File: config.mk
export PLATFORM = sky130hd
export DESIGN_NAME = instruction_fetch_unit
export DESIGN_NICKNAME = d
export VERILOG_FILES = /design/src/rtl/instruction_fetch_unit_pkg.sv /design/src/rtl/instruction_fetch_unit_if_id_register.sv /design/src/rtl/instruction_fetch_unit.sv
export SDC_FILE = /design/constraint.sdc
export NUM_CORES = 1
export LEC_CHECK = 0
export CAP_MARGIN = 20
export CORE_MARGIN = 2
export CORE_UTILIZATION = 45
export CTS_BUF_LIST = sky130_fd_sc_hd__clkbuf_2
export CTS_CLUSTER_SIZE = 24
export DETAILED_ROUTE_END_ITERATION = 7
export PLACE_DENSITY = 0.85
export RECOVER_POWER = 25
export SLEW_MARGIN = 0
export SYNTH_ARGS = -nofsm -noshare
export SYNTH_HDL_FRONTEND = slang
export SYNTH_SLANG_ARGS = --single-unit
File: constraint.sdc
create_clock -name clk -period 6.2 [get_ports clk]
set_clock_uncertainty 0.2 [all_clocks]
set_input_delay 1.24 -clock clk [delete_from_list [all_inputs] [get_ports clk]]
set_output_delay 1.24 -clock clk [all_outputs]
set_load 0.01 [all_outputs]
File: src/rtl/instruction_fetch_unit_pkg.sv
// Shared constants for the MIPS32 instruction fetch stage.
// Holds the fetch FSM encoding and a PC alignment helper.
package instruction_fetch_unit_pkg;

  localparam logic [31:0] IFU_NOP_WORD  = 32'h0000_0000;
  localparam logic [31:0] IFU_HALT_WORD = 32'hFC00_0000;
  localparam logic [31:0] IFU_RESET_PC  = 32'h0000_0000;
  localparam int          INST_MEM_SIZE = 1024;

  localparam logic [0:0] S_FETCH  = 1'b0;
  localparam logic [0:0] S_HALTED = 1'b1;

  function automatic logic [31:0] align_word(input logic [31:0] a);
    return {a[31:2], 2'b00};
  endfunction

endpackage

File: src/rtl/instruction_fetch_unit_if_id_register.sv
// IF/ID pipeline register: instruction word, PC+4 and valid bit.
// Flush inserts a NOP bubble and beats hold; hold beats load.
module instruction_fetch_unit_if_id_register
  import instruction_fetch_unit_pkg::*;
(
  input  logic        clk,
  input  logic        rst,
  input  logic        i_load,
  input  logic        i_hold,
  input  logic        i_flush,
  input  logic [31:0] i_instr,
  input  logic [31:0] i_pc4,
  output logic [31:0] o_instr,
  output logic [31:0] o_pc4,
  output logic        o_valid
);

  logic [31:0] r_instr;
  logic [31:0] r_pc4;
  logic        r_valid;

  // Capture the fetched word, insert a bubble, or keep the current entry
  always_ff @(posedge clk or posedge rst) begin
    if (rst) begin
      r_instr <= IFU_NOP_WORD;
      r_pc4   <= 32'h0;
      r_valid <= 1'b0;
    end else if (i_flush) begin
      r_instr <= IFU_NOP_WORD;
      r_pc4   <= 32'h0;
      r_valid <= 1'b0;
    end else if (i_load && !i_hold) begin
      r_instr <= i_instr;
      r_pc4   <= i_pc4;
      r_valid <= 1'b1;
    end
  end

  assign o_instr = r_instr;
  assign o_pc4   = r_pc4;
  assign o_valid = r_valid;

endmodule

File: src/rtl/instruction_fetch_unit.sv
// IF stage: PC, combinational imem address, halt FSM and fetch counter.
// Redirects realign the target and latch a sticky misalign flag.
module instruction_fetch_unit
  import instruction_fetch_unit_pkg::*;
#(
  parameter logic [31:0] RESET_PC  = IFU_RESET_PC,
  parameter logic [31:0] HALT_WORD = IFU_HALT_WORD,
  parameter int          COUNT_W   = 32
) (
  input  logic               clk,
  input  logic               rst,
  input  logic               stall_i,
  input  logic               redirect_i,
  input  logic [31:0]        redirect_target_i,
  output logic [31:0]        imem_addr_o,
  input  logic [31:0]        imem_instr_i,
  output logic [31:0]        ifid_instr_o,
  output logic [31:0]        ifid_pc4_o,
  output logic               ifid_valid_o,
  output logic               halted_o,
  output logic               misalign_o,
  output logic [COUNT_W-1:0] fetch_count_o
);

  logic [31:0]        r_pc;
  logic [0:0]         r_state;
  logic               r_misalign;
  logic [COUNT_W-1:0] r_count;

  logic        w_halted;
  logic        w_is_halt;
  logic        w_fetch;
  logic        w_flush;
  logic        w_hold;
  logic [31:0] w_pc4;

  assign w_halted  = (r_state == S_HALTED);
  assign w_is_halt = (imem_instr_i == HALT_WORD);
  assign w_fetch   = !w_halted && !redirect_i && !stall_i;
  assign w_pc4     = r_pc + 32'd4;
  assign w_flush   = redirect_i || (w_halted && !stall_i);
  assign w_hold    = stall_i && !redirect_i;

  // PC: load aligned target on redirect, advance on a non-halt fetch
  always_ff @(posedge clk or posedge rst) begin
    if (rst) begin
      r_pc <= RESET_PC;
    end else if (redirect_i) begin
      r_pc <= align_word(redirect_target_i);
    end else if (w_fetch && !w_is_halt) begin
      r_pc <= w_pc4;
    end
  end

  // Fetch FSM: halt word parks fetch until the next redirect
  always_ff @(posedge clk or posedge rst) begin
    if (rst) begin
      r_state <= S_FETCH;
    end else if (redirect_i) begin
      r_state <= S_FETCH;
    end else if (w_fetch && w_is_halt) begin
      r_state <= S_HALTED;
    end
  end

  // Sticky flag for redirect targets that are not word aligned
  always_ff @(posedge clk or posedge rst) begin
    if (rst) begin
      r_misalign <= 1'b0;
    end else if (redirect_i && (redirect_target_i[1:0] != 2'b00)) begin
      r_misalign <= 1'b1;
    end
  end

  // Count every valid instruction written into IF/ID
  always_ff @(posedge clk or posedge rst) begin
    if (rst) begin
      r_count <= '0;
    end else if (w_fetch) begin
      r_count <= r_count + COUNT_W'(1);
    end
  end

  instruction_fetch_unit_if_id_register u_ifid (
    .clk     (clk),
    .rst     (rst),
    .i_load  (w_fetch),
    .i_hold  (w_hold),
    .i_flush (w_flush),
    .i_instr (imem_instr_i),
    .i_pc4   (w_pc4),
    .o_instr (ifid_instr_o),
    .o_pc4   (ifid_pc4_o),
    .o_valid (ifid_valid_o)
  );

  assign imem_addr_o   = r_pc;
  assign halted_o      = w_halted;
  assign misalign_o    = r_misalign;
  assign fetch_count_o = r_count;

endmodule

# Word level (Yosys, flattened, before mapping)
# Index checks and enable logic that the tools add are counted.
totals:
  register_bits: 131
  output_inout_bits: 131
  wordCells: 38
op_classes:
  n_addsub: 2
  eq_ne: 1
  mux: 10
  reduce_logical: 18
op_table:
  columns: ["op", "n"]
  rows:
  - ["32-bit two-way mux", 6]
  - ["32-bit by 1-bit adder with 32-bit output (second input constant)", 1]
  - ["32-bit by 3-bit adder with 32-bit output (second input constant)", 1]
  - ["32-bit == test (second input constant)", 1]
  - ["1-bit logical AND", 8]
  - ["2-bit nonzero test", 4]
  - ["1-bit zero test", 5]
  - ["1-bit two-way mux", 4]
  - ["1-bit logical OR", 1]

# Longest topological paths before layout
# Gate-level depths: netlist of run 1.
depth:
  depth_word: 6
  depth_mapped: 9
  depth_no_buf: 6

# Modules after synthesis
# Synthesis of run 1 repeated with hierarchy kept, for this count alone.
unflattened:
  hier_cells: 658
  area_unflattened_um2: 6999.2
modules_own_cells:
  columns: ["module", "n_inst", "cells_per_inst", "area_per_inst_um2", "seq_area_each_um2"]
  rows:
  - ["instruction_fetch_unit", 1, 363, 3594.7, 1601.5]
  - ["instruction_fetch_unit_if_id_register", 1, 295, 3404.5, 1626.6]

# Worst setup path after synthesis of run 1
# No wires, ideal clock.
synth_timing:
  path_type: "input to register"
  startpoint: "input redirect_i"
  endpoint: "register r_count[31] (netlist: fetch_count_o[31])"
  setup_time_ns: 0.079
  arrival_time_ns: 3.295
  required_time_ns: 5.921
  slack_ns: 2.626
  stages: 9
  path_buffers: 4
  cell_sequence: "buf_6 -> or3_4 -> buf_6 -> or4_4 -> buf_6 -> or3b_1 -> buf_6 -> nor3_4 -> xor2_1"
synth_via:
  elab_chain_len: 3
synth_rtl:
  columns: ["item", "line_no", "rtl"]
  rows:
  - ["from (decl)", "instruction_fetch_unit.sv:13", "input logic redirect_i,"]
  - ["1-bit zero test", "instruction_fetch_unit.sv:39", "assign w_fetch = !w_halted && !redirect_i && !stall_i;"]
  - ["1-bit logical AND (2 in a row)", "instruction_fetch_unit.sv:39", null]
  - ["to (signal assigned)", "instruction_fetch_unit.sv:80", "r_count <= r_count + COUNT_W'(1);"]
  - ["to (decl)", "instruction_fetch_unit.sv:28", "logic [COUNT_W-1:0] r_count;"]
# Every way passes these cells.
# A chain may end at the register's enable or synchronous reset.

# Worst setup path after layout of run 1
layout_timing:
  startpoint: "input redirect_i"
  endpoint: "register r_count[28] (netlist: fetch_count_o[28])"
# Same word-level chain as after synthesis.

==> results of run 1 <==
-- routing by layer --
metal	up-vias	GRT usage [%]	part of all wire [%]
li1	2392	-	-
met3	42	5.14	8.2
met2	287	38.7	48
met4	0	10.6	3.1
met1	2581	31.8	41
met5	-	0	0
-- final timing paths --
check                                              start                        endpoint  depth (start not counted)
max                                           redirect_i   fetch_count_o[28]$_DFFE_PP0P_                          6
min                        fetch_count_o[31]$_DFFE_PP0P_   fetch_count_o[31]$_DFFE_PP0P_                          1
max reg2reg                         halted_o$_DFFE_PP0P_   fetch_count_o[28]$_DFFE_PP0P_                          5
min reg2reg                fetch_count_o[31]$_DFFE_PP0P_   fetch_count_o[31]$_DFFE_PP0P_                          1
max in group asynchronous                            rst     u_ifid.o_pc4[3]$_DFFE_PP0P_                          4
min in group asynchronous                            rst  u_ifid.o_instr[28]$_DFFE_PP0P_                          2
-- registers in the layout, summed over array words and instances (netlist names) --
| signal | flops |
|---|---|
| u_ifid.o_instr | 32 |
| imem_addr_o | 30 |
| halted_o | 1 |
| u_ifid.o_valid | 1 |
| misalign_o | 1 |
| u_ifid.o_pc4 | 30 |
| fetch_count_o | 32 |
-- area by class of cell --
cell class	count	area, um^2
Sequential cell	127	3180
Inverter	11	42.5
Clock inverter	14	260
Tap cell	172	215
Multi-Input combinational cell	396	2480
Timing Repair Buffer	200	2000
Fill cell	1007	4400
Antenna cell	1	2.50
Clock buffer	18	90.1
-- through the flow --
stage,hold WS [ps],setup slack [ps]
global placement,256,2130
floorplan,304,1380
global route,314,1670
detailed placement,256,2090
CTS,297,2830
finish,292,1840
-- report_power, final --
part,internal (uW),switching [uW]
Combinational,204,167
Sequential,891,76.8
Clock,390,320
-- cells in the final DEF (no fill, tap or decap), types with 9 or more instances in the layout --
cell type,instances
a22o_1,34
clkbuf_2,18
clkdlybuf4s50_1,191
dfrtp_1,127
inv_1,10
nand2_1,78
nand3_1,28
nand4_1,22
nor2_1,29
nor3_1,11
nor4_1,9
o211ai_1,21
o21ai_0,35
or3_1,13
xnor2_1,27
xor2_1,36
-- cell families after synthesis --
kind of cell,Yosys count
simple gates,216
flops,127
fa+ha+maj,2
buf+inv,46
xor+xnor,63
other cells,1
compound gates,111
-- worst max-delay path: stages --
cell and delay, ps:
clkbuf_1 710, or3_1 1130, or4_4 740, or3b_2 510, nor3_1 240, xor2_1 180
==> metrics.txt, run 1 <==
status=finished, violations left; failing checks=max-capacitance violations, max-slew violations; iteration-0 DRC count of the detailed router=406; unrepaired setup endpoints after global routing=no; Nets=823; synth warn=0; adder-cell share of the synthesized area=0.427%; crit end category=register; final setup fails=0; startpoint types=input port; via count=5,302; complex-gate fraction of the synthesized area=13.6%; Fin Setup TNS=0 ps; post-synthesis simple-gate area fraction=18.5%; clock sinks=127; vias in the first global route=5,290; Final Critical Period=4360 ps; Ports=199; synth top area cells=dfrtp_1, xor2_1, a22o_1; drt drc=0; largest family of logic cells by synthesized area=simple AND/OR/NAND/NOR gates; DRT Wirelength=16,800 um; pwr dens=248 mW/mm^2; post-CTS resize count=0; Reg2Reg Setup Slack=2980 ps; Slew @ Worst Pin=1900 ps; Synth Instances=566; Die Y=118 um; prevailing post-synth register cell=dfrtp_1; Placed Instances=905; Syn-to-layout area delta=41.2%; Avg Inst Size Synth=10.3 um^2; critical path fanouts, max=45; Final Util=65.3%; XOR/XNOR Fraction of Synth Area=9.42%; largest net degree at the start of global routing=89; CTS max path bufs=2; CTS Hold Bufs=0; antenna viol nets, final=0; drt pass-1 iters=5; WP data required=6600 ps; mux contribution to synthesized area=0%; H-tree levels=4; standard-cell rows=41; Mapped Area=0.00586 mm^2; DP Area=0.00790 mm^2; achievable frequency=229 MHz; Max transition margin=-26.9%; Post-synth EDFFs=0; async set-reset flop share out of synthesis=100%; Final Cell Area=0.00827 mm^2; first-pass GRT wire length=27,000 um; Synth Register Bits=127; Post-CTS Setup Repair Bufs=0; final hold vios=0; CTS buffer count=17; final total power=2050 uW; Slew Limit Fails=84; Placeable Area=0.0127 mm^2; Clk Latency, worst-skew pair=660 ps; clk root buf=clkbuf_2; CTS tree=built; critical path type=in -> reg; Peak VDD IR=0.123 mV; Post-DP HPWL=12,000 um; synth unique cells=44; Remaining Overflow, GRT=0; Die ar.=0.0139 mm^2; Via density=5.65; Static Leak=0.00344 uW; most numerous cell in the Yosys netlist=dfrtp_1; routed wire length per instance=17.9 um; share of the synthesized area in the top cell type=54.3%; clock slew at reported path FFs=200 ps; layout cell share with drive strength beyond 1=5.74%; global-route usage over all layers=24.2%; post-synthesis sequential area ratio=54.3%; Buffers on Ports=194; Die Wd=118 um; Post-Layout Cell Count=939; GP Congestion=0.908; Post-synth top cells=dfrtp_1, nand2_1, xor2_1, o21ai_0, a22o_1; final period utilization=70.3%; starting density of the core=46.2%; Yosys top cell by area=dfrtp_1; initial antenna violation count=1; CP arrival=4760 ps; Tightest Hold Check Type=reg -> reg; Max Cap Viol=2
No activity file was read; power rests on OpenSTA's default activity.
==> run 2, diff against run 1 <==
==> constraint.sdc (replaced) <==
create_clock -name clk -period 4.3 [get_ports clk]
set_clock_uncertainty 0.2 [all_clocks]
set_input_delay 0.86 -clock clk [delete_from_list [all_inputs] [get_ports clk]]
set_output_delay 0.86 -clock clk [all_outputs]
set_load 0.01 [all_outputs]
==> metrics.txt, run 2 (synthesis gave the netlist of run 1 again) <==
status=completed; post-CTS resize count=0; critical path fanouts, max=36; worst r2r src=halted_o$_DFFE_PP0P_; Via density=5.61; unrepaired setup endpoints after global routing=no; crit end category=register; hold_sp=fetch_count_o[31]$_DFFE_PP0P_; Fin Setup TNS=0 ps; Die Wd=118 um; Clk Latency, worst-skew pair=670 ps; Post-CTS Setup Repair Bufs=0; routed wire length per instance=17.9 um; final period utilization=73.3%; antenna viol nets, final=0; RR Endpoint=fetch_count_o[29]$_DFFE_PP0P_; DRT Wirelength=16,900 um; critical path type=in -> reg; DP Area=0.00795 mm^2; Buffers on Ports=194; Final Cell Area=0.00825 mm^2; CTS tree=built; Peak VDD IR=0.142 mV; Static Leak=0.00342 uW; final total power=2830 uW; clk root buf=clkbuf_2; CTS buffer count=17; standard-cell rows=41; Ports=199; clock slew at reported path FFs=210 ps; most common cell after layout, fill and taps aside=clkdlybuf4s50_1; final setup fails=0; iteration-0 DRC count of the detailed router=460; Die Y=118 um; Post-DP HPWL=12,100 um; Remaining Overflow, GRT=0; GP Congestion=0.914; achievable frequency=317 MHz; CTS Hold Bufs=0; Placeable Area=0.0127 mm^2; Max transition margin=4.63%; final hold vios=0; first-pass GRT wire length=27,000 um; Worst R2R Path Depth=5; filler cell count=992; drt pass-1 iters=5; global-route usage over all layers=24.4%; H-tree levels=4; startpoint types=input port; WP data required=4690 ps; Final Util=65.1%; layout cell share with drive strength beyond 1=6.36%; vias in the first global route=5,207; Slew Limit Fails=0; clock sinks=127; Worst Hold Endpoint=fetch_count_o[31]$_DFFE_PP0P_; Slew @ Worst Pin=1420 ps; drt drc=0; largest net degree at the start of global routing=75; Nets=827; Final Critical Period=3150 ps; Die ar.=0.0139 mm^2; initial antenna violation count=0; starting density of the core=46.2%; Hold Path Stages=1; most frequent cells in the layout=clkdlybuf4s50_1, dfrtp_1, nand2_1; Syn-to-layout area delta=40.8%; Tightest Hold Check Type=reg -> reg; via count=5,287; CP arrival=3540 ps; CTS max path bufs=2; Max Cap Viol=0; pwr dens=343 mW/mm^2; Reg2Reg Setup Slack=1480 ps
==> run 2: final cells by class <==
| class | instances | area, um^2 | share of cell area (%) |
|---|---|---|---|
| Sequential cell | 127 | 3180 | 38.5 |
| Multi-Input combinational cell | 396 | 2490 | 30.2 |
| Timing Repair Buffer | 204 | 2020 | 24.5 |
| Antenna cell | 1 | 2.50 | 0.0303 |
| Clock buffer | 17 | 85.1 | 1.03 |
| Inverter | 11 | 42.5 | 0.516 |
| Clock inverter | 15 | 218 | 2.64 |
| Tap cell | 172 | 215 | 2.61 |
==> run 2: how the worst max path moves through the flow <==
stage | from | endpoint | slack, ps | depth (start not counted)
floorplan | redirect_i | fetch_count_o[31]$_DFFE_PP0P_ | 1110 | 9
global placement | stall_i | fetch_count_o[28]$_DFFE_PP0P_ | 620 | 6
detailed placement | stall_i | fetch_count_o[29]$_DFFE_PP0P_ | 560 | 6
CTS | stall_i | fetch_count_o[29]$_DFFE_PP0P_ | 1290 | 6
global route | stall_i | fetch_count_o[29]$_DFFE_PP0P_ | 1120 | 6
finish | stall_i | fetch_count_o[29]$_DFFE_PP0P_ | 1150 | 6
==> run 2: metrics by stage <==
stage	cells	setup WS (ps)	hold WS, ps
final	943	1150	290
after global routing	942	1120	307
after CTS	942	1290	287
after detailed placement	910	561	252
after global placement	910	616	256
after floorplan	569	1110	304
==> run 2: layer usage <==
metal | vias to the layer above | share of wire (%) | GRT usage (%)
met5 | - | 0 | 0
met4 | 0 | 3.0 | 9.41
met3 | 42 | 6.6 | 5.67
met2 | 275 | 48 | 39.3
met1 | 2560 | 42 | 32.0
li1 | 2410 | - | -
==> run 2: power breakdown <==
group          internal [uW]  switching [uW]  total, uW  leakage (uW)
sequential              1280             113       1400       0.00164
clock                    436             462        898      0.000158
combinational            295             240        535       0.00162
==> run 2: worst max-delay path, cell delays in order <==
cell and delay [ps]:
dlygate4sd3_1 620, or3_4 540, or4_4 640, or3b_1 500, nor2_1 200, xor2_1 180
